[src/rtl/bus_gpio_timer_if.sv]
// Ibex-style data-bus bundle (req/gnt/rvalid) shared by the load/store initiator and its responders.
interface bus_gpio_timer_if;
  logic        req_i;
  logic [31:0] addr_i;
  logic        we_i;
  logic [3:0]  be_i;
  logic [31:0] wdata_i;
  logic        gnt_o;
  logic        rvalid_o;
  logic [31:0] rdata_o;
  logic        err_o;

  modport master (
    output req_i, addr_i, we_i, be_i, wdata_i,
    input  gnt_o, rvalid_o, rdata_o, err_o
  );

  modport slave (
    input  req_i, addr_i, we_i, be_i, wdata_i,
    output gnt_o, rvalid_o, rdata_o, err_o
  );
endinterface

[src/rtl/bus_gpio_timer.sv]
// GPIO out/in registers plus optional mtime/mtimecmp timer (BUS_GPIO_TIMER_TIMER_EN) on the data bus.
// Grant after WaitStates cycles of held req; response registered one cycle after grant.
module bus_gpio_timer #(
  parameter logic [31:0] BaseAddr   = 32'h0001_0000,
  parameter int          GpoWidth   = 13,
  parameter int          GpiWidth   = 1,
  parameter int          WaitStates = 0
) (
  input  logic                clk_i,
  input  logic                rst_i,
  bus_gpio_timer_if.slave     bus,
  input  logic [GpiWidth-1:0] gpi_i,
  output logic [GpoWidth-1:0] gpo_o,
  output logic                irq_o
);
  localparam logic [9:0] OffOut = 10'd0, OffIn = 10'd1, OffMtime = 10'd2,
                         OffMtcmp = 10'd3, OffCtrl = 10'd4;

  typedef enum logic {IDLE, WAIT} state_t;

  state_t              r_state, w_state_nxt;
  logic [2:0]          r_cnt, w_cnt_nxt;
  logic                w_sel, w_gnt, w_wr, w_err;
  logic [9:0]          w_off;
  logic [31:0]         w_rdata, w_gpo_ext, w_gpi_ext, w_gpo_wr;
  logic [31:0]         w_mtime_rd, w_mtcmp_rd, w_ctrl_rd;
  logic                r_rvalid, r_err;
  logic [31:0]         r_rdata;
  logic [GpoWidth-1:0] r_gpo;
  logic [GpiWidth-1:0] r_gpi_s1, r_gpi_s2;

  function automatic logic [31:0] be_merge(input logic [31:0] old_val,
                                           input logic [31:0] wdata,
                                           input logic [3:0]  be);
    logic [31:0] res;
    res = old_val;
    for (int i = 0; i < 4; i++) begin
      if (be[i]) res[8*i +: 8] = wdata[8*i +: 8];
    end
    return res;
  endfunction

  assign w_sel = (bus.addr_i[31:12] == BaseAddr[31:12]);
  assign w_off = bus.addr_i[11:2];
  assign w_wr  = w_gnt & bus.we_i;

  always_ff @(posedge clk_i) begin
    if (rst_i) begin
      r_state <= IDLE;
      r_cnt   <= 3'd0;
    end else begin
      r_state <= w_state_nxt;
      r_cnt   <= w_cnt_nxt;
    end
  end

  // A request dropped while waiting is a protocol violation: abandon it silently.
  always_comb begin
    w_state_nxt = r_state;
    w_cnt_nxt   = r_cnt;
    w_gnt       = 1'b0;
    case (r_state)
      IDLE: begin
        if (bus.req_i && w_sel) begin
          if (WaitStates == 0) begin
            w_gnt = 1'b1;
          end else begin
            w_state_nxt = WAIT;
            w_cnt_nxt   = 3'(WaitStates - 1);
          end
        end
      end
      WAIT: begin
        if (!bus.req_i) begin
          w_state_nxt = IDLE;
        end else if (r_cnt == 3'd0) begin
          w_gnt       = 1'b1;
          w_state_nxt = IDLE;
        end else begin
          w_cnt_nxt = r_cnt - 3'd1;
        end
      end
      default: w_state_nxt = IDLE;
    endcase
    if (rst_i) w_gnt = 1'b0;
  end

  always_comb begin
    w_gpo_ext                 = '0;
    w_gpo_ext[GpoWidth-1:0]   = r_gpo;
    w_gpi_ext                 = '0;
    w_gpi_ext[GpiWidth-1:0]   = r_gpi_s2;
  end

  assign w_gpo_wr = be_merge(w_gpo_ext, bus.wdata_i, bus.be_i);

  always_ff @(posedge clk_i) begin
    if (rst_i) begin
      r_gpo    <= '0;
      r_gpi_s1 <= '0;
      r_gpi_s2 <= '0;
    end else begin
      r_gpi_s1 <= gpi_i;
      r_gpi_s2 <= r_gpi_s1;
      if (w_wr && (w_off == OffOut)) r_gpo <= w_gpo_wr[GpoWidth-1:0];
    end
  end

`ifdef BUS_GPIO_TIMER_TIMER_EN
  logic [31:0] r_mtime, r_mtimecmp;
  logic        r_en, r_irq;

  // A granted MTIME write takes precedence over the increment in the same cycle.
  always_ff @(posedge clk_i) begin
    if (rst_i) begin
      r_mtime    <= 32'd0;
      r_mtimecmp <= 32'hFFFF_FFFF;
      r_en       <= 1'b0;
      r_irq      <= 1'b0;
    end else begin
      if (w_wr && (w_off == OffMtime)) r_mtime <= be_merge(r_mtime, bus.wdata_i, bus.be_i);
      else if (r_en)                  r_mtime <= r_mtime + 32'd1;
      if (w_wr && (w_off == OffMtcmp)) r_mtimecmp <= be_merge(r_mtimecmp, bus.wdata_i, bus.be_i);
      if (w_wr && (w_off == OffCtrl) && bus.be_i[0]) r_en <= bus.wdata_i[0];
      r_irq <= r_en && (r_mtime >= r_mtimecmp);
    end
  end

  assign w_mtime_rd = r_mtime;
  assign w_mtcmp_rd = r_mtimecmp;
  assign w_ctrl_rd  = {31'd0, r_en};
  assign irq_o      = r_irq;
`else
  assign w_mtime_rd = 32'd0;
  assign w_mtcmp_rd = 32'd0;
  assign w_ctrl_rd  = 32'd0;
  assign irq_o      = 1'b0;
`endif

  always_comb begin
    w_rdata = '0;
    w_err   = 1'b0;
    case (w_off)
      OffOut:   w_rdata = w_gpo_ext;
      OffIn:    w_rdata = w_gpi_ext;
      OffMtime: w_rdata = w_mtime_rd;
      OffMtcmp: w_rdata = w_mtcmp_rd;
      OffCtrl:  w_rdata = w_ctrl_rd;
      default:  w_err   = 1'b1;
    endcase
  end

  always_ff @(posedge clk_i) begin
    if (rst_i) begin
      r_rvalid <= 1'b0;
      r_rdata  <= '0;
      r_err    <= 1'b0;
    end else begin
      r_rvalid <= w_gnt;
      r_rdata  <= w_gnt ? w_rdata : 32'd0;
      r_err    <= w_gnt & w_err;
    end
  end

  // Masking with rst_i drops a response that is already registered when reset arrives.
  assign bus.gnt_o    = w_gnt;
  assign bus.rvalid_o = r_rvalid & ~rst_i;
  assign bus.rdata_o  = rst_i ? 32'd0 : r_rdata;
  assign bus.err_o    = r_err & ~rst_i;
  assign gpo_o        = r_gpo;
endmodule

[src/flat_wrapper.sv]
// flat-port wrapper written by rule: the top's interface ports become plain ports
module bus_gpio_timer_flat 
#(
  parameter logic [31:0] BaseAddr   = 32'h0001_0000,
  parameter int          GpoWidth   = 13,
  parameter int          GpiWidth   = 1,
  parameter int          WaitStates = 0
)
  (clk_i, rst_i, gpi_i, gpo_o, irq_o, bus_req_i, bus_addr_i, bus_we_i, bus_be_i, bus_wdata_i, bus_gnt_o, bus_rvalid_o, bus_rdata_o, bus_err_o);
  bus_gpio_timer_if bus_i ();
  input  logic clk_i;
  input  logic rst_i;
  input  logic [GpiWidth-1:0] gpi_i;
  output logic [GpoWidth-1:0] gpo_o;
  output logic irq_o;
  input wire logic [$bits(bus_i.req_i)-1:0] bus_req_i;
  input wire logic [$bits(bus_i.addr_i)-1:0] bus_addr_i;
  input wire logic [$bits(bus_i.we_i)-1:0] bus_we_i;
  input wire logic [$bits(bus_i.be_i)-1:0] bus_be_i;
  input wire logic [$bits(bus_i.wdata_i)-1:0] bus_wdata_i;
  output wire logic [$bits(bus_i.gnt_o)-1:0] bus_gnt_o;
  output wire logic [$bits(bus_i.rvalid_o)-1:0] bus_rvalid_o;
  output wire logic [$bits(bus_i.rdata_o)-1:0] bus_rdata_o;
  output wire logic [$bits(bus_i.err_o)-1:0] bus_err_o;
  assign bus_i.req_i = bus_req_i;
  assign bus_i.addr_i = bus_addr_i;
  assign bus_i.we_i = bus_we_i;
  assign bus_i.be_i = bus_be_i;
  assign bus_i.wdata_i = bus_wdata_i;
  assign bus_gnt_o = bus_i.gnt_o;
  assign bus_rvalid_o = bus_i.rvalid_o;
  assign bus_rdata_o = bus_i.rdata_o;
  assign bus_err_o = bus_i.err_o;
  bus_gpio_timer #(.BaseAddr(BaseAddr), .GpoWidth(GpoWidth), .GpiWidth(GpiWidth), .WaitStates(WaitStates)) u_core (.clk_i(clk_i), .rst_i(rst_i), .bus(bus_i), .gpi_i(gpi_i), .gpo_o(gpo_o), .irq_o(irq_o));
endmodule
[config.mk]
export PLATFORM = sky130hd
export DESIGN_NAME = bus_gpio_timer_flat
export DESIGN_NICKNAME = d
export VERILOG_FILES = /design/src/rtl/bus_gpio_timer_if.sv /design/src/rtl/bus_gpio_timer.sv /design/src/flat_wrapper.sv
export SDC_FILE = /design/constraint.sdc
export NUM_CORES = 1
export LEC_CHECK = 0
export BUFFER_PORTS_ARGS = -buffer_cell sky130_fd_sc_hd__buf_2
export CAP_MARGIN = 40
export CELL_PAD_IN_SITES_DETAIL_PLACEMENT = 1
export CELL_PAD_IN_SITES_GLOBAL_PLACEMENT = 1
export CORE_ASPECT_RATIO = 2
export CORE_MARGIN = 10
export CORE_UTILIZATION = 27
export DETAILED_ROUTE_END_ITERATION = 8
export PLACE_DENSITY_LB_ADDON = 0.1
export SLEW_MARGIN = 20
export SYNTH_ARGS = -nofsm -noshare
export SYNTH_HDL_FRONTEND = slang
export SYNTH_SLANG_ARGS = --single-unit
[constraint.sdc]
create_clock -name clk_i -period 1.95 [get_ports clk_i]
set_clock_uncertainty 0.1 [all_clocks]
set_input_delay 0.195 -clock clk_i [delete_from_list [all_inputs] [get_ports clk_i]]
set_output_delay 0.195 -clock clk_i [all_outputs]
set_load 0.02 [all_outputs]
==> impl_metrics.env, run 1 <==
export IMPL_drt_wirelength_per_cell_um=16.6
export IMPL_drv_cap=0
export IMPL_path_class="register to output pin"
export IMPL_yosysWarnings=0
export IMPL_worst_hold_path_endpoint="u_core.r_gpi_s1$_SDFF_PP0_"
export IMPL_grt_pass1_wl_um=10500
export IMPL_end_kind="output pin"
export IMPL_cts_tree="built"
export IMPL_synth_edff_count=0
export IMPL_rr_startpoint="u_core.r_cnt[0]$_SDFFE_PP0P_"
export IMPL_p_int_mw=1.25
export IMPL_grtUsageMet3_pct=4.71
export IMPL_dpl_hpwl_um=4950
export IMPL_syn_to_final_growth_pct=35.6
export IMPL_hold_start="gpi_i"
export IMPL_p_total_mw=1.64
export IMPL_drive_above_1_share_pct=42.2
export IMPL_die_w_um=79.8
export IMPL_leakage_nw=1.08
export IMPL_clock_path_buffers=2
export IMPL_cts_inserted_buffers=5
export IMPL_route_detailed_drc=0
export IMPL_reg2reg_slack_ns=0.13
export IMPL_vias=1838
export IMPL_fmax_mhz=541
export IMPL_gp_congestion=0.748
export IMPL_rsz0062_at_grt="no"
export IMPL_power_share_clock_pct=49.1
export IMPL_ys_seq_area_share_pct=35.2
export IMPL_outcome="finished clean"
export IMPL_io_pins=122
export IMPL_start_kind="register"
export IMPL_finalSetupViolations=0
export IMPL_grt_pass1_vias=2054
export IMPL_grt_max_degree=48
export IMPL_maxSlewViolCount=0
export IMPL_finalWirelength_um=6390
export IMPL_met1_usage_pct=11.9
export IMPL_synth_area_sq_mm=0.00193
export IMPL_start_util_pct=27.9
export IMPL_critical_path_slowest_cell="dfxtp_2"
export IMPL_nets=368
export IMPL_ir_worst_vdd_mv=0.346
export IMPL_drt_first_pass_iters=4
export IMPL_worst_r2r_endpoint="u_core.gpo_o[11]$_SDFFE_PP0P_"
export IMPL_combPwrFrac_pct=8.5
export IMPL_grt_use_total_pct=11.8
export IMPL_core_area_sq_mm=0.00694
export IMPL_die_area_sq_mm=0.0111
export IMPL_power_switching_mw=0.390
export IMPL_crit_required_ns=1.65
export IMPL_min_path_type="primary input to register"
export IMPL_cp_top_family="buffers and inverters"
export IMPL_root_buffer="clkbuf_16"
export IMPL_path_clk_slew_ns=0.05
export IMPL_antenna_cells=0
export IMPL_grt_busiest_layer="met2"
export IMPL_pwr_share_seq_pct=42.4
export IMPL_drt_iter0_drc=37
export IMPL_path_cells="inv_2, ha_4, nor4bb_4, nand2_1, o21a_1, buf_8, inv_1, buf_4"
export IMPL_power_density_mw_per_mm2=627
export IMPL_reg2reg_depth=10
export IMPL_final_hold_violation_count=0
export IMPL_min_path_cells=2
export IMPL_synth_top_flop_cell="dfxtp_1"
export IMPL_finalHoldWorstSlack_ns=0.0170
export IMPL_cpPeakStageDelay_ns=0.33
export IMPL_routed_via_density=4.79
export IMPL_ys_seq_elements=34
export IMPL_gr_usage_met2_pct=20.4
export IMPL_htree_levels=2
export IMPL_fillers=851
export IMPL_row_count=43
export IMPL_p_sw_share_pct=23.7
export IMPL_path_max_fanout=3
export IMPL_insertion_delay_ns=0.28
export IMPL_die_y_um=140
export IMPL_critPathBufInv=4
export IMPL_portBuffers=78
export IMPL_overflow=0
export IMPL_cts_sinks=34
export IMPL_async_flop_share_pct=0
export IMPL_syn_avg_cell_area_sq_um=9.34
export IMPL_hold_buffers=0
export IMPL_min_period_ns=1.85
export IMPL_synthCells=207
export IMPL_synthDistinctLibCells=36
export IMPL_min_period_over_period_pct=94.8
export IMPL_critPathArrivalTime_ns=1.55
export IMPL_antenna_found_initial=0
export IMPL_drtAntennaViolNets=0
## cells in the final DEF, fill, tap and decap left out, types with 2 or more instances in the layout
master / count
o21ai_1: 7
nor3_1: 2
nor4_1: 3
nor4b_1: 2
nor4b_2: 11
o211ai_1: 26
buf_4: 18
clkbuf_16: 5
dfxtp_1: 33
o21ai_0: 7
nor2_1: 4
inv_1: 2
inv_2: 2
nand4b_1: 13
nand4_1: 2
conb_1: 20
buf_2: 77
nand2_1: 4
nor2b_1: 32
## logic make-up after synthesis
group	synth area share (%)
fa+ha+maj	1.29
flops	35.2
other cells	0.194
xor+xnor	0.906
mux	0.518
simple gates	34.4
buf+inv	12.8
compound gates	14.8
## state kept, by name, indices dropped and copies added (netlist names)
name / cells
u_core.gpo_o: 13
u_core.r_cnt: 3
u_core.r_err: 1
u_core.r_rvalid: 1
u_core.r_gpi_s2: 1
u_core.r_rdata: 13
u_core.r_state: 1
u_core.r_gpi_s1: 1
## final cells by class
type | instances | area, sq um | area share [%]
clock buffers | 6 | 139 | 5.30
clock inverters | 2 | 12.5 | 0.477
inverters | 4 | 15.0 | 0.573
multi-input cells | 151 | 1100 | 42.1
flip-flops and latches | 34 | 682 | 26.0
well taps | 90 | 113 | 4.30
repair buffers | 97 | 556 | 21.2
## cells in the mapped netlist (2+ instances only)
cell	n	area, sq um
nand4b_1	13	114
buf_6	2	22.5
nand2_1	4	15.0
nor2_1	4	15.0
o21ai_1	7	35.0
buf_4	20	150
o21ai_0	7	35.0
nor3_1	2	10.0
nor2b_1	32	200
nor4b_1	2	17.5
clkbuf_1	13	48.8
nor4_1	3	18.8
ha_1	2	25.0
o211ai_1	26	195
nor4b_2	11	165
buf_2	2	10.0
dfxtp_1	34	681
inv_1	4	15.0
nand4_1	2	12.5
## per-stage QoR
stage / setup WS [ns] / instance area [sq um] / util (%) / cells / TNS [ns]
4_1_cts: 0.0141 / 2610 / 37.6 / 384 / 0
2_1_floorplan: 0.0406 / 2010 / - / 226 / 0
6_report: 0.100 / 2620 / 37.8 / 384 / 0
3_5_place_dp: -0.123 / 2390 / 34.5 / 371 / -1.61
5_1_grt: 0.00564 / 2620 / 37.8 / 384 / 0
3_3_place_gp: -0.106 / 2390 / 34.5 / 371 / -1.34
## layer usage
metal	vias to the layer above	routed length, um
li1	882	-
met1	867	2550
met2	79	3160
met3	10	556
met4	0	126
met5	-	0
## timing repair
action / 4_1_cts / 5_1_grt
pin swaps: 2 / 2
buffers inserted: 5 / 0
resized for setup: 6 / 4
setup endpoints to repair: 1 / 14
## worst max-delay path by stage
| stage | startpoint | to | slack (ns) | cells after the start |
|---|---|---|---|---|
| 3_5_place_dp | bus_addr_i[9] | u_core.r_rdata[10]$_SDFF_PP0_ | -0.12 | 6 |
| 3_3_place_gp | bus_addr_i[9] | u_core.gpo_o[11]$_SDFFE_PP0P_ | -0.11 | 6 |
| 4_1_cts | u_core.r_cnt[0]$_SDFFE_PP0P_ | bus_gnt_o | 0.01 | 8 |
| 2_1_floorplan | bus_addr_i[9] | u_core.gpo_o[7]$_SDFFE_PP0P_ | 0.04 | 6 |
| 5_1_grt | u_core.r_cnt[0]$_SDFFE_PP0P_ | bus_gnt_o | 0.006 | 8 |
| 6_report | u_core.r_cnt[0]$_SDFFE_PP0P_ | bus_gnt_o | 0.10 | 8 |
## power by group through the flow
stage	sequential, mW	clock, mW	combinational (mW)
after floorplan	0.712	0	0.0999
after global placement	0.712	0	0.135
after detailed placement	0.712	0	0.137
after CTS	0.697	0.831	0.140
after global routing	0.697	0.856	0.155
final	0.697	0.808	0.139
Power figures use the tool's default switching activity.
==> run 2: changes to the inputs <==
--- a/config.mk
+++ b/config.mk
@@ -13,7 +13,8 @@
 export CORE_MARGIN = 10
 export CORE_UTILIZATION = 27
 export DETAILED_ROUTE_END_ITERATION = 8
-export PLACE_DENSITY_LB_ADDON = 0.1
+export PLACE_DENSITY = 0.8
+export SKIP_CTS_REPAIR_TIMING = 1
 export SLEW_MARGIN = 20
 export SYNTH_ARGS = -nofsm -noshare
 export SYNTH_HDL_FRONTEND = slang
==> impl_metrics.env, run 2 (same netlist as run 1, synthesis figures left out) <==
export IMPL_drv_cap=0
export IMPL_antenna_cells=0
export IMPL_finalHoldWorstSlack_ns=0.0407
export IMPL_layout_commonest_cell="buf_2"
export IMPL_htree_levels=2
export IMPL_portBuffers=78
export IMPL_critical_path_slowest_cell="dfxtp_1"
export IMPL_cpPeakStageDelay_ns=0.34
export IMPL_min_period_over_period_pct=95.2
export IMPL_io_pins=122
export IMPL_finalSetupViolations=0
export IMPL_cp_top_family="buffers and inverters"
export IMPL_critPathBufInv=4
export IMPL_critPathArrivalTime_ns=1.56
export IMPL_finalNonFillerCells=384
export IMPL_ir_worst_vdd_mv=0.410
export IMPL_start_kind="register"
export IMPL_die_y_um=140
export IMPL_min_path_type="primary input to register"
export IMPL_end_kind="output pin"
export IMPL_grt_pass1_vias=1971
export IMPL_start_util_pct=27.9
export IMPL_path_clk_slew_ns=0.05
export IMPL_drt_wirelength_per_cell_um=15.9
export IMPL_place_inst=370
export IMPL_finalWirelength_um=6120
export IMPL_path_class="register to output pin"
export IMPL_dpl_hpwl_um=4940
export IMPL_fmax_mhz=539
export IMPL_power_density_mw_per_mm2=615
export IMPL_cts_inserted_buffers=5
export IMPL_crit_required_ns=1.65
export IMPL_insertion_delay_ns=0.27
export IMPL_utilization_pct=37.9
export IMPL_drt_iter0_drc=28
export IMPL_overflow=0
export IMPL_gp_congestion=0.827
export IMPL_regArea_sq_um=682
export IMPL_die_area_sq_mm=0.0111
export IMPL_min_period_ns=1.86
export IMPL_grt_pass1_wl_um=9900
export IMPL_grt_max_degree=48
export IMPL_rsz0062_at_grt="no"
export IMPL_cts_tree="built"
export IMPL_path_max_fanout=9
export IMPL_die_w_um=79.8
export IMPL_drtAntennaViolNets=0
export IMPL_path_cells="inv_2, ha_4, nor4bb_4, nand2_1, o21a_1, buf_6, inv_2, buf_6"
export IMPL_antenna_found_initial=0
export IMPL_root_buffer="clkbuf_16"
export IMPL_fillers=849
export IMPL_maxSlewViolCount=0
export IMPL_drt_first_pass_iters=4
export IMPL_core_area_sq_mm=0.00694
export IMPL_row_count=43
export IMPL_clock_path_buffers=2
export IMPL_grt_use_total_pct=10.9
export IMPL_final_cell_mix="buf_2 (77), dfxtp_1 (33), nor2b_1 (32)"
export IMPL_nets=368
export IMPL_multi_input_area_sq_mm=0.00110
export IMPL_final_hold_violation_count=0
export IMPL_vias=1833
export IMPL_route_detailed_drc=0
export IMPL_routed_via_density=4.77
export IMPL_syn_to_final_growth_pct=36.1
export IMPL_drive_above_1_share_pct=42.2
export IMPL_outcome="finished clean"
export IMPL_cts_sinks=34
export IMPL_leakage_nw=1.09
run 2: changes by cell type in the layout (fill, tap and decap cells not counted):
cell and delta:
inv_2 +1, buf_8 -1, buf_12 +1, clkbuf_1 +1
buf_6 +2, inv_1 -1, clkinvlp_4 -1, buf_4 -2
run 2: path summary, 6_finish.rpt:
path	startpoint	to	slack [ns]	cells after the start
setup / recovery	u_core.r_cnt[1]$_SDFFE_PP0P_	bus_gnt_o	0.09	8
hold / removal	gpi_i	u_core.r_gpi_s1$_SDFF_PP0_	0.04	2
setup reg to reg	u_core.r_cnt[1]$_SDFFE_PP0P_	u_core.r_rdata[3]$_SDFF_PP0_	0.24	8
hold reg to reg	u_core.r_gpi_s1$_SDFF_PP0_	u_core.r_gpi_s2$_SDFF_PP0_	0.35	1
run 2: power by group:
| part | total [mW] | internal [mW] | switching [mW] | leakage [nW] |
|---|---|---|---|---|
| clock | 0.781 | 0.505 | 0.275 | 0.0739 |
| combinational | 0.140 | 0.0523 | 0.0875 | 0.738 |
| sequential | 0.698 | 0.697 | 0.000362 | 0.275 |
| total | 1.62 | 1.26 | 0.363 | 1.09 |
run 2: stage by stage:
step / power, mW / TNS [ns] / instance area [sq um] / setup WS [ns]
after global routing: 1.68 / 0 / 2630 / 0.0173
after detailed placement: 0.849 / -1.96 / 2400 / -0.134
final: 1.62 / 0 / 2630 / 0.0939
after global placement: 0.844 / -1.63 / 2400 / -0.109
after floorplan: 0.812 / 0 / 2010 / 0.0406
after CTS: 1.64 / -0.236 / 2550 / -0.236
run 2: layout make-up:
class | instances | area share (%)
Multi-Input combinational cell | 151 | 42.0
Clock buffer | 7 | 5.42
Clock inverter | 1 | 0.190
Sequential cell | 34 | 25.9
Timing Repair Buffer | 97 | 21.6
Inverter | 4 | 0.571
Tap cell | 90 | 4.28
run 2: routing by layer:
layer	global-route usage [%]	routed length (um)	vias up
li1	-	-	882
met1	10.4	2200	865
met2	19.0	3100	79
met3	5.03	704	7
met4	5.04	115	0
met5	0	0	-
==> run 3: changes to the inputs <==
--- a/config.mk
+++ b/config.mk
@@ -5,11 +5,11 @@
 export SDC_FILE = /design/constraint.sdc
 export NUM_CORES = 1
 export LEC_CHECK = 0
+export ABC_CLOCK_PERIOD_IN_PS = 1950
 export BUFFER_PORTS_ARGS = -buffer_cell sky130_fd_sc_hd__buf_2
 export CAP_MARGIN = 40
 export CELL_PAD_IN_SITES_DETAIL_PLACEMENT = 1
 export CELL_PAD_IN_SITES_GLOBAL_PLACEMENT = 1
-export CORE_ASPECT_RATIO = 2
 export CORE_MARGIN = 10
 export CORE_UTILIZATION = 27
 export DETAILED_ROUTE_END_ITERATION = 8
==> impl_metrics.env, run 3 (same netlist as run 1, synthesis figures left out) <==
export IMPL_p_int_mw=0.994
export IMPL_drt_iter0_drc=124
export IMPL_finalWirelength_um=6500
export IMPL_insertion_delay_ns=0.28
export IMPL_path_max_fanout=8
export IMPL_finalSetupViolations=0
export IMPL_cp_startpoint="u_core.r_cnt[1]$_SDFFE_PP0P_"
export IMPL_multi_input_area_sq_mm=0.00110
export IMPL_routed_via_density=4.72
export IMPL_p_sw_share_pct=24.5
export IMPL_die_y_um=105
export IMPL_critPathBufInv=4
export IMPL_design_area_sq_mm=0.00256
export IMPL_path_cells="inv_2, ha_4, nor4bb_4, nand2_1, o21a_1, buf_12, inv_2, buf_6"
export IMPL_worst_r2r_endpoint="u_core.gpo_o[10]$_SDFFE_PP0P_"
export IMPL_layout_commonest_cell="buf_2"
export IMPL_dpl_hpwl_um=4870
export IMPL_outcome="finished clean"
export IMPL_start_util_pct=28.1
export IMPL_regArea_sq_um=683
export IMPL_start_kind="register"
export IMPL_finalHoldWorstSlack_ns=0.0207
export IMPL_die_area_sq_mm=0.0109
export IMPL_cpPeakStageDelay_ns=0.32
export IMPL_path_class="register to output pin"
export IMPL_crit_required_ns=1.65
export IMPL_htree_levels=2
export IMPL_drv_cap=0
export IMPL_reg2reg_slack_ns=0.14
export IMPL_die_w_um=105
export IMPL_drtAntennaViolNets=0
export IMPL_drive_above_1_share_pct=41.8
export IMPL_grt_pass1_wl_um=10500
export IMPL_overflow=0
export IMPL_min_path_type="primary input to register"
export IMPL_antenna_found_initial=1
export IMPL_drt_first_pass_iters=4
export IMPL_cp_depth=8
export IMPL_grt_pass1_vias=2067
export IMPL_fmax_mhz=526
export IMPL_cts_inserted_buffers=5
export IMPL_final_hold_violation_count=0
export IMPL_fillers=839
export IMPL_syn_to_final_growth_pct=32.4
export IMPL_critical_path_slowest_cell="dfxtp_2"
export IMPL_rr_startpoint="u_core.r_cnt[1]$_SDFFE_PP0P_"
export IMPL_critPathArrivalTime_ns=1.61
export IMPL_clock_path_buffers=2
export IMPL_root_buffer="clkbuf_8"
export IMPL_portBuffers=78
export IMPL_endpoint="bus_gnt_o"
export IMPL_grt_use_total_pct=11.5
export IMPL_vias=1835
export IMPL_cp_top_family="buffers and inverters"
export IMPL_route_detailed_drc=0
export IMPL_min_period_ns=1.90
export IMPL_power_switching_mw=0.323
export IMPL_grt_max_degree=48
export IMPL_power_share_clock_pct=36.4
export IMPL_path_clk_slew_ns=0.06
export IMPL_p_total_mw=1.32
export IMPL_pwr_share_seq_pct=52.9
export IMPL_row_count=30
export IMPL_leakage_nw=1.05
export IMPL_drt_wirelength_per_cell_um=16.7
export IMPL_gp_congestion=0.750
export IMPL_nets=367
export IMPL_power_density_mw_per_mm2=514
export IMPL_ir_worst_vdd_mv=0.172
export IMPL_reg2reg_depth=9
export IMPL_end_kind="output pin"
export IMPL_place_area_sq_mm=0.00239
export IMPL_combPwrFrac_pct=10.7
export IMPL_io_pins=122
export IMPL_final_cell_mix="buf_2 (77), nor2b_1 (32), dfxtp_1 (32)"
export IMPL_core_area_sq_mm=0.00687
export IMPL_min_period_over_period_pct=97.5
export IMPL_cts_tree="built"
export IMPL_cp_common_cell="inv_2"
export IMPL_maxSlewViolCount=0
export IMPL_cts_sinks=34
[run 3: cell types whose count changed in the layout (fill, tap and decap cells not counted)]
cell / delta
clkbuf_1: +1
clkbuf_8: +4
clkinv_2: -1
dfxtp_2: +1
clkbuf_16: -5
dfxtp_1: -1
diode_2: +1
buf_6: -1
[run 3: layout make-up]
type | instances | area share, %
Antenna cell | 1 | 0.0978
Sequential cell | 34 | 26.7
Tap cell | 96 | 4.69
Multi-Input combinational cell | 151 | 43.2
Inverter | 4 | 0.587
Timing Repair Buffer | 96 | 21.8
Clock buffer | 7 | 2.98
[run 3: worst register-to-register path: stages (launching register included)]
cell      delay (ns)
dfxtp_2         0.32
inv_2           0.07
ha_4            0.14
nor4bb_4        0.21
nand2_1         0.12
o21a_1          0.16
buf_12          0.15
buf_4           0.16
buf_4           0.14
o211ai_1        0.16
[run 3: worst min path at each step]
stage             startpoint                       endpoint  depth (start not counted)
2_1_floorplan  bus_addr_i[2]  u_core.r_rdata[12]$_SDFF_PP0_                          1
6_report               gpi_i     u_core.r_gpi_s1$_SDFF_PP0_                          2
4_1_cts                gpi_i     u_core.r_gpi_s1$_SDFF_PP0_                          2
5_1_grt                gpi_i     u_core.r_gpi_s1$_SDFF_PP0_                          2
3_5_place_dp           gpi_i     u_core.r_gpi_s1$_SDFF_PP0_                          2
3_3_place_gp           gpi_i     u_core.r_gpi_s1$_SDFF_PP0_                          2
[run 3: power by group through the flow]
stage                     logic [mW]  clock network, mW  registers (mW)
after floorplan               0.0999                  0           0.712
after global placement         0.133                  0           0.712
after detailed placement       0.137                  0           0.712
after CTS                      0.137              0.502           0.696
after global routing           0.155              0.530           0.696
final                          0.140              0.480           0.697
[run 3: layer usage]
| metal | wire, um | global-route usage, % | vias up |
|---|---|---|---|
| met4 | 53 | 2.65 | 0 |
| met1 | 2610 | 12.6 | 870 |
| met2 | 3250 | 20.2 | 73 |
| met5 | 0 | 0 | - |
| li1 | - | - | 886 |
| met3 | 587 | 4.98 | 6 |
[run 3: stage by stage]
step / cells / setup WS (ns) / util, % / setup TNS (ns)
after floorplan: 226 / 0.0406 / - / 0
after global placement: 375 / -0.102 / 34.7 / -0.895
after detailed placement: 375 / -0.191 / 34.7 / -1.93
after CTS: 382 / -0.262 / 35.8 / -0.262
after global routing: 388 / -0.0288 / 37.2 / -0.0288
final: 389 / 0.0491 / 37.2 / 0
